--- config.mk ---
export PLATFORM = sky130hd
export DESIGN_NAME = line_buf_pingpong_ctrl
export DESIGN_NICKNAME = d
export VERILOG_FILES = /design/src/rtl/line_buf_pingpong_ctrl.sv
export SDC_FILE = /design/constraint.sdc
export NUM_CORES = 1
export LEC_CHECK = 0
export CORE_UTILIZATION = 45
export DETAILED_ROUTE_END_ITERATION = 8
export HOLD_SLACK_MARGIN = 0.05
export MAX_ROUTING_LAYER = met4
export PLACE_DENSITY = 0.85
export SLEW_MARGIN = 5
export SYNTH_ARGS = -nofsm -noshare
export SYNTH_HDL_FRONTEND = slang
export SYNTH_SLANG_ARGS = --single-unit
--- constraint.sdc ---
create_clock -name clk -period 1.9 [get_ports clk]
set_clock_uncertainty 0.2 [all_clocks]
set_input_delay 0.38 -clock clk [delete_from_list [all_inputs] [get_ports clk]]
set_output_delay 0.38 -clock clk [all_outputs]
set_load 0.1 [all_outputs]
--- src/rtl/line_buf_pingpong_ctrl.sv ---
// ---------------------------------------------------------------------------
// line_buf_pingpong_ctrl
//
// Purpose:
//   Ping-pong line buffer controller for two external simple-dual-port RAM
//   banks (DEPTH = 2**ADDR_WIDTH words each). The controller writes the
//   incoming line into one bank and reads the previous line from the other
//   bank. At the end of every line it swaps the two banks. Downstream 2-row
//   filters receive the current pixel and the previous-line pixel of the same
//   column, aligned in time.
//
// Ports:
//   clk           single clock for this block and both RAM banks
//   rst_n         asynchronous, active-low reset
//   vs_in         frame sync; a rising edge starts a new frame
//   de_in         pixel valid, high for the run of pixels in one line
//   pix_in        input pixel
//   ram_wr_en     per-bank write enable (bit b drives bank b)
//   ram_wr_addr   shared write address
//   ram_wr_data   shared write data
//   ram_rd_addr   shared read address
//   ram_rd_data0  bank 0 read data
//   ram_rd_data1  bank 1 read data
//   pix_vld       output pixel valid
//   cur_pix       current-line pixel
//   prev_pix      previous-line pixel in the same column (0 when not valid)
//   prev_vld      prev_pix holds real data
//   wr_bank       bank currently being written
//   line_len      pixel count of the last completed line, saturates at DEPTH
//   ovf_err       sticky flag: a line was longer than DEPTH pixels
//
// Build option:
//   LBUF_RAM_OREG_EN  Define this macro when the RAM banks are built with
//                     their output register enabled (read latency 2). The
//                     output pipeline then gets one more stage, and the
//                     total latency grows from 2 cycles to 3 cycles.
// ---------------------------------------------------------------------------
module line_buf_pingpong_ctrl #(
  parameter int DATA_WIDTH = 8,
  parameter int ADDR_WIDTH = 11
) (
  input  logic                  clk,
  input  logic                  rst_n,
  input  logic                  vs_in,
  input  logic                  de_in,
  input  logic [DATA_WIDTH-1:0] pix_in,
  output logic [1:0]            ram_wr_en,
  output logic [ADDR_WIDTH-1:0] ram_wr_addr,
  output logic [DATA_WIDTH-1:0] ram_wr_data,
  output logic [ADDR_WIDTH-1:0] ram_rd_addr,
  input  logic [DATA_WIDTH-1:0] ram_rd_data0,
  input  logic [DATA_WIDTH-1:0] ram_rd_data1,
  output logic                  pix_vld,
  output logic [DATA_WIDTH-1:0] cur_pix,
  output logic [DATA_WIDTH-1:0] prev_pix,
  output logic                  prev_vld,
  output logic                  wr_bank,
  output logic [ADDR_WIDTH:0]   line_len,
  output logic                  ovf_err
);

  // The column counter is one bit wider than a RAM address. This lets it
  // represent DEPTH, the saturated "past the end of the RAM" value.
  localparam int              CW      = ADDR_WIDTH + 1;
  localparam logic [CW-1:0]   DEPTH   = {1'b1, {ADDR_WIDTH{1'b0}}};
  localparam logic [CW-1:0]   COL_ONE = {{ADDR_WIDTH{1'b0}}, 1'b1};

  typedef enum logic [1:0] {
    ST_IDLE  = 2'd0,
    ST_FIRST = 2'd1,
    ST_RUN   = 2'd2
  } state_t;

  // ---------------------------------------------------------------------
  // State
  // ---------------------------------------------------------------------
  state_t                state_reg;
  logic                  vs_d_reg;
  logic                  de_d_reg;
  logic [DATA_WIDTH-1:0] pix_d_reg;
  logic [CW-1:0]         col_reg;
  logic                  skip_reg;
  logic                  wr_bank_reg;
  logic [CW-1:0]         line_len_reg;
  logic                  ovf_reg;

  // Stage 2 output registers
  logic                  vld_s2_reg;
  logic [DATA_WIDTH-1:0] cur_s2_reg;
  logic                  pvld_s2_reg;
  logic                  sel_s2_reg;

  // ---------------------------------------------------------------------
  // Stage 1 decode
  // ---------------------------------------------------------------------
  logic          vs_rise;
  logic          line_owned;
  logic          in_range;
  logic          wr_fire;
  logic          eol;
  logic          prev_ok;
  logic [CW-1:0] col_next;
  logic [CW-1:0] line_cnt;

  assign vs_rise = vs_in & ~vs_d_reg;

  // A pixel in stage 1 belongs to a buffered line only when all of these
  // hold: the controller has seen a frame sync, and the line was not cut
  // short by a frame sync in the middle of the line.
  assign line_owned = de_d_reg & ~skip_reg & (state_reg != ST_IDLE);

  // Addresses 0..DEPTH-1 fit in the RAM. The counter's top bit marks overflow.
  assign in_range = ~col_reg[ADDR_WIDTH];
  assign wr_fire  = line_owned & in_range;

  // De_d is about to fall. At this edge the final pixel leaves stage 1.
  assign eol = line_owned & ~de_in;

  // The previous line holds real data at this column only in RUN mode,
  // and only when that previous line reached this column.
  assign prev_ok = line_owned & (state_reg == ST_RUN) & (col_reg < line_len_reg);

  // Pixel count of the line that is ending, including the pixel in stage 1.
  // When the counter has saturated, the line was longer than DEPTH.
  assign line_cnt = in_range ? (col_reg + COL_ONE) : DEPTH;

  // The column is the index of the pixel that stage 1 will hold next cycle.
  // The first pixel of a line (de_in rising) starts the count at 0.
  always_comb begin
    col_next = '0;
    if (de_in && de_d_reg) begin
      col_next = in_range ? (col_reg + COL_ONE) : col_reg;
    end
  end

  // ---------------------------------------------------------------------
  // Control FSM, input stage, and stage 2 pipeline
  // ---------------------------------------------------------------------
  always_ff @(posedge clk or negedge rst_n) begin
    if (!rst_n) begin
      state_reg    <= ST_IDLE;
      vs_d_reg     <= 1'b0;
      de_d_reg     <= 1'b0;
      pix_d_reg    <= '0;
      col_reg      <= '0;
      skip_reg     <= 1'b0;
      wr_bank_reg  <= 1'b0;
      line_len_reg <= '0;
      ovf_reg      <= 1'b0;
      vld_s2_reg   <= 1'b0;
      cur_s2_reg   <= '0;
      pvld_s2_reg  <= 1'b0;
      sel_s2_reg   <= 1'b0;
    end else begin
      vs_d_reg  <= vs_in;
      de_d_reg  <= de_in;
      pix_d_reg <= pix_in;

      // Stage 2 captures the pixel that is in stage 1, together with the
      // bank being read for it. The RAM returns that column's data at the
      // same edge.
      vld_s2_reg  <= de_d_reg;
      cur_s2_reg  <= pix_d_reg;
      pvld_s2_reg <= prev_ok;
      sel_s2_reg  <= ~wr_bank_reg;

      if (vs_rise) begin
        state_reg    <= ST_FIRST;
        wr_bank_reg  <= 1'b0;
        col_reg      <= '0;
        line_len_reg <= '0;
        ovf_reg      <= 1'b0;
        // A sync that arrives in the middle of a line throws away the rest
        // of that line: no writes, no bank swap, no line_len update.
        // A sync that arrives together with the first pixel keeps the line.
        skip_reg     <= de_in & de_d_reg;
      end else begin
        col_reg <= col_next;

        if (!de_in) begin
          skip_reg <= 1'b0;
        end

        if (line_owned && !in_range) begin
          ovf_reg <= 1'b1;
        end

        if (eol) begin
          line_len_reg <= line_cnt;
          wr_bank_reg  <= ~wr_bank_reg;
          if (state_reg == ST_FIRST) begin
            state_reg <= ST_RUN;
          end
        end
      end
    end
  end

  // ---------------------------------------------------------------------
  // Optional extra stage for RAM banks that have an output register
  // ---------------------------------------------------------------------
  logic                  out_vld;
  logic [DATA_WIDTH-1:0] out_cur;
  logic                  out_pvld;
  logic                  out_sel;

`ifdef LBUF_RAM_OREG_EN
  logic                  vld_s3_reg;
  logic [DATA_WIDTH-1:0] cur_s3_reg;
  logic                  pvld_s3_reg;
  logic                  sel_s3_reg;

  // Read data arrives one cycle later. Delay everything that must stay
  // aligned with that data by one more cycle.
  always_ff @(posedge clk or negedge rst_n) begin
    if (!rst_n) begin
      vld_s3_reg  <= 1'b0;
      cur_s3_reg  <= '0;
      pvld_s3_reg <= 1'b0;
      sel_s3_reg  <= 1'b0;
    end else begin
      vld_s3_reg  <= vld_s2_reg;
      cur_s3_reg  <= cur_s2_reg;
      pvld_s3_reg <= pvld_s2_reg;
      sel_s3_reg  <= sel_s2_reg;
    end
  end

  assign out_vld  = vld_s3_reg;
  assign out_cur  = cur_s3_reg;
  assign out_pvld = pvld_s3_reg;
  assign out_sel  = sel_s3_reg;
`else
  assign out_vld  = vld_s2_reg;
  assign out_cur  = cur_s2_reg;
  assign out_pvld = pvld_s2_reg;
  assign out_sel  = sel_s2_reg;
`endif

  // ---------------------------------------------------------------------
  // RAM interface
  // ---------------------------------------------------------------------
  // The write enables come straight from registers through gates. Because
  // of this, an asynchronous reset removes them at once.
  generate
    for (genvar gi = 0; gi < 2; gi++) begin : g_bank_we
      localparam logic BANK = 1'(gi);
      assign ram_wr_en[gi] = wr_fire & (wr_bank_reg == BANK);
    end
  endgenerate

  assign ram_wr_addr = col_reg[ADDR_WIDTH-1:0];
  assign ram_wr_data = pix_d_reg;
  assign ram_rd_addr = col_reg[ADDR_WIDTH-1:0];

  // ---------------------------------------------------------------------
  // Outputs
  // ---------------------------------------------------------------------
  logic [DATA_WIDTH-1:0] rd_data;

  assign rd_data  = out_sel ? ram_rd_data1 : ram_rd_data0;

  assign pix_vld  = out_vld;
  assign cur_pix  = out_cur;
  assign prev_vld = out_pvld;
  assign prev_pix = out_pvld ? rd_data : '0;

  assign wr_bank  = wr_bank_reg;
  assign line_len = line_len_reg;
  assign ovf_err  = ovf_reg;

endmodule

==> results.tsv <==
metric	value	unit
Hold Slack	0.2385	ns
failing checks	setup timing	
Critical Path Source Type	flop	
Remaining Overflow, GRT	0	
maxcap violations	0	
Worst EP required	1.32	ns
Post-route DRC	0	
Synth cell types	40	
Ant. Diodes	0	
FF/Latch Area	0.001276	mm^2
area share of the largest cell type after synthesis	47.96	%
Avg Cell Area, Syn	10.35	um^2
Die Wd	78.14	um
Hold Vio Cnt, Final	0	
fin crit period	1.999	ns
die height	78.14	um
Core Region	0.005540	mm^2
# clock sinks	50	
first-pass GRT wire length	12.33	mm
Worst R2R Path Depth	4	
largest net degree at the start of global routing	51	
Worst-path clk slew	0.09	ns
share of layout cells above drive strength 1	41.83	%
# nets final	388	
P&R area growth vs syn	76.59	%
hold depth	0	
Synth warnings	0	
placed instance count	409	
Hold/Removal Path Class	flop to flop	
Worst R2R End	prev_vld$_DFF_PN0_	
Final Util	83.15	%
First-pass DRT Iterations	4	
sequential-to-total area share from yosys stat	47.96	%
via count	2330	
area of the multi-input gates	0.001267	mm^2
worst skew pair latency	0.31	ns
DIE AREA	0.006106	mm^2
asr flop ratio synth	100.0	%
GRT Overall Usage	27.24	%
Initial Util	47.09	%
number of cell rows	27	
max-slew violations	0	
I/O pin count	92	
fmax	500.4	MHz
Synth area leaders	dfrtp_1 (48%), buf_4 (6.6%), ha_1 (5.8%), xnor2_1 (4.4%), mux2i_1 (3.5%)	
Routed WL	7.760	mm
H-tree depth	2	
synthesized net count	292	
# fillers	279	
RSZ-0062 raised after global routing	yes	
CP Capture Type	primary output	
Avg WL per Cell	18.43	um
status	finished with violations	
Reg2Reg Launch Point	col_reg[6]$_DFFE_PN0P_	
worst vdd ir	0.6390	mV
final worst slack	-0.09851	ns
Hold Startpoint	ram_wr_data[4]$_DFF_PN0_	
Vias/cell	5.534	
top_reg_cell synth	dfrtp_1	
initial antenna violation count	0	
Crit Path Max Fanout	8	
total CTS buffers	5	
FF-to-FF setup slack	0.04	ns
Clock Path Buffers	2	
dpl hpwl	5.516	mm
Synth Register Bits	50	
final setup violation count	10	
Endpoint, Worst Hold	cur_pix[4]$_DFF_PN0_	
vias in the first global route	2445	
pre-CTS setup slack	-0.1677	ns
Root Buffer Master	clkbuf_8	
EDFF count, synth	0	
setup TNS	-0.8245	ns
Post-Syn Area	0.002609	mm^2
static leakage power	1.871	nW
1st-iter DRT viols	139	
PD cells	655.6	mW/mm^2
non-filler instance count after layout	421	
Slew @ Worst Pin	0.5841	ns
Crit Path Class	flop to primary output	
Antenna Nets Post-Route	0	
placer congestion estimate	0.9262	
CTS tree	yes	
Cells after Synth	252	
fin crit share	105.2	%
max_slew headroom	60.70	%
IO Port Bufs	91	
CP Data Arrival Time	1.42	ns
Synth area leader	dfrtp_1	
==> critical path: stages (launching register included) <==
cell and delay, ns:
dfrtp_1 0.42, buf_12 0.17, mux2i_4 0.19, nor2b_4 0.14, buf_12 0.18
==> synth_stat cells (2+ instances only) <==
cell type  instances
nand3_2            2
o21ai_0            7
nor2b_1            9
buf_4             23
nand2_1           20
xnor2_1           13
dfrtp_1           50
xor2_1             3
clkbuf_1           2
a21oi_1           13
a31oi_1            2
mux2i_1            9
buf_2              2
or3_1              3
and2b_2            2
o31ai_1            7
ha_1              12
inv_1             14
nor2_1            19
clkbuf_8           2
nand3_1            4
nor3_1             8
nor4_1             5
nand4_1            2
nand2b_1           4
==> cell families (layout without fill, tap and decap cells) <==
logic type / Yosys count / in the layout / synth area share, %
DFF: 50 / 50 / 47.96
xor gates and xnor gates: 16 / 16 / 5.372
muxes: 9 / 9 / 3.453
and+or+nand+nor: 84 / 84 / 17.36
AOI/OAI and AO/OA: 36 / 36 / 9.113
buffers and inverters: 45 / 142 / 10.98
adders and majority gates: 12 / 12 / 5.755
==> power breakdown <==
group	internal (W)	leakage [nW]	total (W)	switching (W)
clock	0.000429	0.0585	0.000777	0.000347
combinational	0.000443	1.19	0.00105	0.000612
sequential	0.00112	0.619	0.00119	0.0000676
==> worst max-delay path by stage <==
stage                         start                        to  slack (ns)  depth (start not counted)
2_1_floorplan  skip_reg$_DFFE_PN0P_              ram_wr_en[1]       -0.20                          3
3_3_place_gp                  de_in  line_len[10]$_DFFE_PN0P_       -0.02                          4
3_5_place_dp                  de_in   line_len[9]$_DFFE_PN0P_       -0.17                          4
4_1_cts           out_sel$_DFF_PN0_               prev_pix[5]       -0.08                          4
5_1_grt        skip_reg$_DFFE_PN0P_              ram_wr_en[1]       -0.14                          4
6_report          out_sel$_DFF_PN0_               prev_pix[4]        -0.1                          4
==> layer usage <==
| metal | up-vias | GRT usage [%] | wire (um) |
|---|---|---|---|
| met2 | 120 | 47.02 | 4230 |
| met1 | 1158 | 30.34 | 2786 |
| met4 | 0 | 12.78 | 289 |
| li1 | 1023 | - | - |
| met5 | - | - | 0 |
| met3 | 29 | 5.349 | 453 |
==> placed cells by master (no fill, tap or decap), drive strengths merged, types with 3 or more instances in the layout <==
master / synthesis / routed
inv: 14 / 14
clkbuf: 5 / 7
xor2: 3 / 3
nand3: 6 / 6
buf: 26 / 93
a31oi: 3 / 3
o21ai: 7 / 7
clkdlybuf4s50: 0 / 26
nor2b: 9 / 9
o31ai: 7 / 7
a21oi: 13 / 13
nand2b: 4 / 4
mux2i: 9 / 9
nand4: 3 / 3
xnor2: 13 / 13
ha: 12 / 12
dfrtp: 50 / 50
or3: 3 / 3
nand2: 20 / 20
nor4: 6 / 6
nor2: 19 / 19
nor3: 8 / 8
==> through the flow <==
step | area, um^2 | power [W]
6_report | 4607 | 0.003021
5_1_grt | 4607 | 0.003129
4_1_cts | 4531 | 0.002963
3_5_place_dp | 4338 | 0.002128
3_3_place_gp | 4338 | 0.002101
2_1_floorplan | 2723 | 0.001744
==> timing repair <==
| action | CTS | global route |
|---|---|---|
| gates cloned | 0 | 0 |
| pin swaps | 2 | 1 |
| hold endpoints to repair | 50 | 0 |
| resized for setup | 11 | 12 |
| hold buffers | 1 | 0 |
| buffers inserted | 3 | 0 |
| endpoints found under the setup margin | 11 | 13 |
==> final cells by class <==
type | instances | share of cell area, %
Multi-Input combinational cell | 157 | 27.51
Inverter | 14 | 1.141
Timing Repair Buffer | 120 | 39.16
Tap cell | 72 | 1.955
Clock inverter | 1 | 0.6518
Clock buffer | 7 | 1.874
Sequential cell | 50 | 27.70
Note: power is estimated with default switching activity, not from simulation.
